==> config.mk <==
export PLATFORM = sky130hd
export DESIGN_NAME = operand_entry
export DESIGN_NICKNAME = d
export VERILOG_FILES = /design/src/rtl/operand_entry.sv
export SDC_FILE = /design/constraint.sdc
export NUM_CORES = 1
export LEC_CHECK = 0
export ABC_AREA = 1
export ABC_CLOCK_PERIOD_IN_PS = 4100
export BUFFER_PORTS_ARGS = -buffer_cell sky130_fd_sc_hd__buf_2
export CAP_MARGIN = 15
export CORE_MARGIN = 4
export CORE_UTILIZATION = 58
export CTS_BUF_LIST = sky130_fd_sc_hd__clkbuf_2
export DETAILED_ROUTE_END_ITERATION = 8
export GPL_ROUTABILITY_DRIVEN = 0
export GPL_TIMING_DRIVEN = 0
export PLACE_DENSITY = 0.86
export SYNTH_ARGS = -nofsm -noshare
export SYNTH_HDL_FRONTEND = slang
export SYNTH_SLANG_ARGS = --single-unit
==> constraint.sdc <==
create_clock -name clk -period 4.1 [get_ports clk]
set_clock_uncertainty 0.2 [all_clocks]
set_input_delay 0.82 -clock clk [delete_from_list [all_inputs] [get_ports clk]]
set_output_delay 0.82 -clock clk [all_outputs]
set_load 0.005 [all_outputs]
==> src/rtl/operand_entry.sv <==
// Keypad front end for the 2-digit BCD adder: shifts digit keys into operands A and B.
// Optional KEY_EDGE_DET_EN: treat key_valid as a debounced level and accept on its rising edge.
module operand_entry #(
  parameter logic [3:0] KEY_ADD = 4'hA,
  parameter logic [3:0] KEY_EQ  = 4'hE,
  parameter logic [3:0] KEY_CLR = 4'hF
) (
  input  logic       clk,
  input  logic       rst,
  input  logic       key_valid,
  input  logic [3:0] key_code,
  output logic [3:0] store_s0,
  output logic [3:0] store_s1,
  output logic [3:0] store_s2,
  output logic [3:0] store_s3,
  output logic [1:0] state,
  output logic       result_valid,
  output logic       key_ack
);

  typedef enum logic [1:0] {
    StEnterA = 2'd0,
    StEnterB = 2'd1,
    StResult = 2'd2
  } state_e;

  state_e     state_q, state_d;
  logic [3:0] s0_q, s0_d, s1_q, s1_d, s2_q, s2_d, s3_q, s3_d;
  logic       result_valid_q, result_valid_d;
  logic       key_ack_q, key_ack_d;

  logic       strobe;
  logic [3:0] code;
  logic       is_digit;

`ifdef KEY_EDGE_DET_EN
  logic       valid_q;
  logic       strobe_q;
  logic [3:0] code_q;

  // Registered rising-edge detect; the code is delayed alongside so it lines up with the strobe.
  always_ff @(posedge clk) begin
    if (rst) begin
      valid_q  <= 1'b0;
      strobe_q <= 1'b0;
      code_q   <= 4'd0;
    end else begin
      valid_q  <= key_valid;
      strobe_q <= key_valid & ~valid_q;
      code_q   <= key_code;
    end
  end

  assign strobe = strobe_q;
  assign code   = code_q;
`else
  assign strobe = key_valid;
  assign code   = key_code;
`endif

  assign is_digit = (code <= 4'd9);

  always_comb begin
    state_d   = state_q;
    s0_d      = s0_q;
    s1_d      = s1_q;
    s2_d      = s2_q;
    s3_d      = s3_q;
    key_ack_d = 1'b0;

    unique case (state_q)
      StEnterA, StEnterB, StResult: begin
        if (strobe) begin
          if (code == KEY_CLR) begin
            {s3_d, s2_d, s1_d, s0_d} = 16'h0000;
            state_d   = StEnterA;
            key_ack_d = 1'b1;
          end else begin
            unique case (state_q)
              StEnterA: begin
                if (is_digit) begin
                  s3_d      = s2_q;
                  s2_d      = code;
                  key_ack_d = 1'b1;
                end else if (code == KEY_ADD) begin
                  s1_d      = 4'd0;
                  s0_d      = 4'd0;
                  state_d   = StEnterB;
                  key_ack_d = 1'b1;
                end
              end
              StEnterB: begin
                if (is_digit) begin
                  s1_d      = s0_q;
                  s0_d      = code;
                  key_ack_d = 1'b1;
                end else if (code == KEY_EQ) begin
                  state_d   = StResult;
                  key_ack_d = 1'b1;
                end
              end
              default: begin
                // Result shown: a digit starts a fresh sum, commands leave operands frozen.
                if (is_digit) begin
                  {s3_d, s1_d, s0_d} = 12'h000;
                  s2_d      = code;
                  state_d   = StEnterA;
                  key_ack_d = 1'b1;
                end
              end
            endcase
          end
        end
      end
      default: begin
        {s3_d, s2_d, s1_d, s0_d} = 16'h0000;
        state_d = StEnterA;
      end
    endcase

    result_valid_d = (state_d == StResult);
  end

  always_ff @(posedge clk) begin
    if (rst) begin
      state_q        <= StEnterA;
      s0_q           <= 4'd0;
      s1_q           <= 4'd0;
      s2_q           <= 4'd0;
      s3_q           <= 4'd0;
      result_valid_q <= 1'b0;
      key_ack_q      <= 1'b0;
    end else begin
      state_q        <= state_d;
      s0_q           <= s0_d;
      s1_q           <= s1_d;
      s2_q           <= s2_d;
      s3_q           <= s3_d;
      result_valid_q <= result_valid_d;
      key_ack_q      <= key_ack_d;
    end
  end

  assign store_s0     = s0_q;
  assign store_s1     = s1_q;
  assign store_s2     = s2_q;
  assign store_s3     = s3_q;
  assign state        = state_q;
  assign result_valid = result_valid_q;
  assign key_ack      = key_ack_q;

endmodule

After elaboration in Yosys (flattened, before gate mapping):

Index checks and enable logic that the tools add are counted.

* $lt $le $gt $ge: 1
* equality and inequality tests: 10
* mux-type cells: 30
* bitwise operators: 2
* reduce and logical (&&, ||, !) cells: 8

Operator list (count)
* 4-bit two-way mux: 11
* 4-bit one-hot mux with 2 select lines: 3
* 2-bit two-way mux: 8
* 4-bit == test (second input constant): 3
* 3-bit inequality test (second input constant): 3
* 1-bit two-way mux: 6
* 3-bit OR reduction: 2
* 5-bit AND reduction: 1
* 2-bit == test (second input constant): 2
* 4-bit <= comparator (second input constant): 1
* 2-bit one-hot mux with 2 select lines: 1
* 3-bit AND reduction: 1
* 3-bit nonzero test: 1
* 2-bit by 1-bit == test with 1-bit output (second input constant): 1
* 2-bit zero test: 1
* 2-bit inequality test (second input constant): 1
* 1-bit NOT: 2
* 1-bit one-hot mux with 2 select lines: 1
* 2-bit nonzero test: 1
* 2-bit OR reduction: 1

* register bits after elaboration: 20
* input bits: 7
* output and inout bits: 20
* word-level logic and storage cells: 58

Depth between registers and ports, before layout:

* word-level depth: 8
* gate-level depth with buffers: 9

Worst setup path before layout:

No wires, ideal clock.

* path kind: input to register
* from: input key_code[2]
* to: register s2_q[0] (netlist: store_s2[0])
* library setup time: 113 ps
* arrival: 1519 ps
* data required time: 3787 ps
* path slack: 2269 ps
* stages on the path: 8
* buffers on the path: 0
* path through: nand2_2 > nand2_1 > o21ai_2 > nand2_4 > inv_2 > nand2_1 > nand2_1 > nor2_1

* cells in the longest elaborated chain, start to end: 3

Ends and longest elaborated chain
* start: declaration: RTL line 11 `input logic [3:0] key_code,`
* 4-bit <= comparator / 4-bit == test (equally long branches): RTL line 61, 74
* 2-bit nonzero test (no source line) / 2-bit inequality test (equally long branches)
* 3-bit AND reduction (no source line)
* end signal: assignment: RTL line 129 `s2_q <= 4'd0;`
* end signal: assignment: RTL line 137 `s2_q <= s2_d;`
* end: declaration: RTL line 28 `logic [3:0] s0_q, s0_d, s1_q, s1_d, s2_q, s2_d, s3_q, s3_d;`

Parallel ways exist; a longest one is shown, timed or not.
A chain may end at the register's enable or synchronous reset.

Final worst setup path:

* from: register state_q[1] (netlist: state[1])
* to: output state[1]

RTL lines
* start: declaration: RTL line 27 `state_e state_q, state_d;`
* start signal: assignment: RTL line 126 `state_q <= StEnterA;`
* start signal: assignment: RTL line 134 `state_q <= state_d;`
* end: declaration: RTL line 16 `output logic [1:0] state,`

No word-level cell between the ends.

==> out/qor.yml <==
floorplanning:
  die_x_um: 51.25
  die-area_mm2: 0.002626
  num_rows: 15
  ios: 27
  die_h_um: 51.25
  core_area_mm2: 0.001745
  initial_core_util_pct: 62.15
final_layout:
  area_delta_synth_final_pct: 16.26
  final_cell_mix: "42 x nor2_1, 39 x nand2_1, 28 x buf_2"
  mostFrequentLayoutCell: "nor2_1"
  drive_gt1_share_pct: 23.23
  final_area_mm2: 0.001261
  fin_nets: 207
  n_antenna_cell: 0
  finalCoreUtilization_pct: 72.26
placement:
  hpwl_um: 1679
  placed_area_mm2: 0.001246
  place.port_buffers: 26
timing:
  hold_viol: 0
  slew_violations: 0
  finalCritPeriodShare_pct: 48.10
  period_needed_ns: 1.972
  worst_pin_slew_ns: 0.3959
  max_slew_margin_pct: 73.58
  rsz0062_at_grt: "no"
  holdWs_ns: 0.2964
  fmax_ghz: 0.5071
  tns_ns: 0
  setup-violations-final: 0
grt:
  grt_usage_pct: 19.07
  grt_use_met1_pct: 24.42
  grt-ovfl-total: 0
  grt_pass1_vias: 979
  grt-busiest-layer: "met2"
  met2_usage_pct: 31.76
  antenna_found_initial: 0
  use_met3_pct: 3.790
  grt_first_pass_wirelength_um: 3953
  grt_max_degree: 11
detailed_routing:
  routed_via_density: 4.785
  drc: 0
  ant_nets: 0
  post_drt_wl_per_cell_um: 9.717
  drt-initial-drc-count: 11
  drt-total-wl_um: 2167
  routed-via-count: 1067
  first_pass_iters: 4
logic_synthesis:
  ys_warn_count: 0
  synth_area_mm2: 0.001085
  synth_area_leaders: "dfxtp_1 37%, nor2_1 15%, nand2_1 13%, inv_1 8.7%, nand3_4 4.8%"
  synth.net_count: 176
  ys_seq_elements: 20
  ys_seq_area_share_pct: 36.91
  synth_top_area_share_pct: 36.91
  avgSynthCellArea_um2: 6.419
  synth_area_leader_cell: "dfxtp_1"
  netlist_instances: 169
  yosys.cell_types.count: 18
power:
  power_mw: 0.3596
  ir_drop_v: 0.0002051
  power_density_mw_per_mm2: 285.1
  power_leakage_nw: 0.6783
min_path:
  hold_path.class: "reg2reg"
clocking:
  cts_inserted_buffers: 3
  numClockSinks: 20
  holdBufCountCts: 0
  cts.path.max_buffers: 2
  root_buffer: "clkbuf_2"
  post_cts_resized: 0
  tritoncts: "done"
  clk_latency_ns: 0.30
  cts_setup_buffers: 0
  cts-htree-levels: 1
  cts.clk_slew.worst_paths_ns: 0.17
job:
  drv_cap: 0
critical_path:
  slowest_stage: "dfxtp_1"
  cp.buffers_inverters: 1
  path_class: "reg2out"
  path_cells: "buf_2"
  cp_top_family: "flip-flops"
  critPathArrivalTime_ns: 0.95
  critPathLaunchType: "register"
  worstSetupEndpointType: "output pin"
  critical-path-max-stage-delay_ns: 0.49
  path_max_fanout: 5
  crit_required_ns: 3.08
outcome:
  status: "finished clean"
==> routing by layer <==
layer / share of wire, % / vias up / routed length, um
met3: 3.7 / 3 / 81
met1: 50 / 464 / 1074
met4: 1.1 / 0 / 23
met5: 0 / - / 0
li1: - / 578 / -
met2: 46 / 22 / 988
==> cell usage after synthesis <==
cell type / instances
nand3_4: 3
inv_1: 25
nor2_4: 1
o21ai_1: 2
o21ai_2: 1
nand2_4: 2
nand4_1: 7
inv_2: 3
nand2_2: 2
buf_2: 2
nand2_1: 39
dfxtp_1: 20
nor3_1: 1
nor2_1: 42
a21oi_1: 5
nand3_1: 4
o21ai_0: 7
nor2_2: 3
==> final cells by class <==
cell class                      count  area (um2)
Buffer                              2       10.01
Clock buffer                        3       15.01
Fill cell                         154       484.2
Inverter                           28       105.1
Multi-Input combinational cell    119       569.3
Sequential cell                    20       400.4
Tap cell                           25       31.28
Timing Repair Buffer               26       130.1
==> sequential cells by signal (all words and copies together) (netlist names) <==
name          count
store_s3          4
store_s2          4
result_valid      1
store_s1          4
key_ack           1
store_s0          4
state             2
==> metrics by stage <==
stage | instances | setup slack [ns]
detailed placement | 220 | 2.012
CTS | 223 | 2.115
global route | 223 | 2.066
finish | 223 | 2.128
global placement | 220 | 2.005
floorplan | 169 | 2.269
==> path summary, 6_finish.rpt <==
check	end	slack, ns	from	cells after the start
worst min-delay path	store_s3[1]$_SDFFE_PP0P_	0.30	store_s3[1]$_SDFFE_PP0P_	2
worst min register to register	store_s3[1]$_SDFFE_PP0P_	0.30	store_s3[1]$_SDFFE_PP0P_	2
worst max-delay path	state[1]	2.13	state[1]$_SDFF_PP0_	1
worst max register to register	store_s1[3]$_SDFFE_PP0P_	2.59	state[0]$_SDFF_PP0_	7
==> report_power, final <==
part           internal [mW]  switching [mW]  total, mW
clock                 0.0200          0.0542     0.0742
sequential             0.206         0.00564      0.212
combinational         0.0287          0.0451     0.0739
total                  0.255           0.105      0.360
==> worst min-delay path: stages, from the launching register on <==
cell,delay [ns]
dfxtp_1,0.34
nor2_1,0.09
nor2_1,0.05
==> cells by family after synthesis <==
kind of cell	Yosys count	synth area share (%)
AOI/OAI and AO/OA	15	7.266
buffers and inverters	30	10.61
DFF	20	36.91
and+or+nand+nor	104	45.21
No activity file was read; power rests on OpenSTA's default activity.
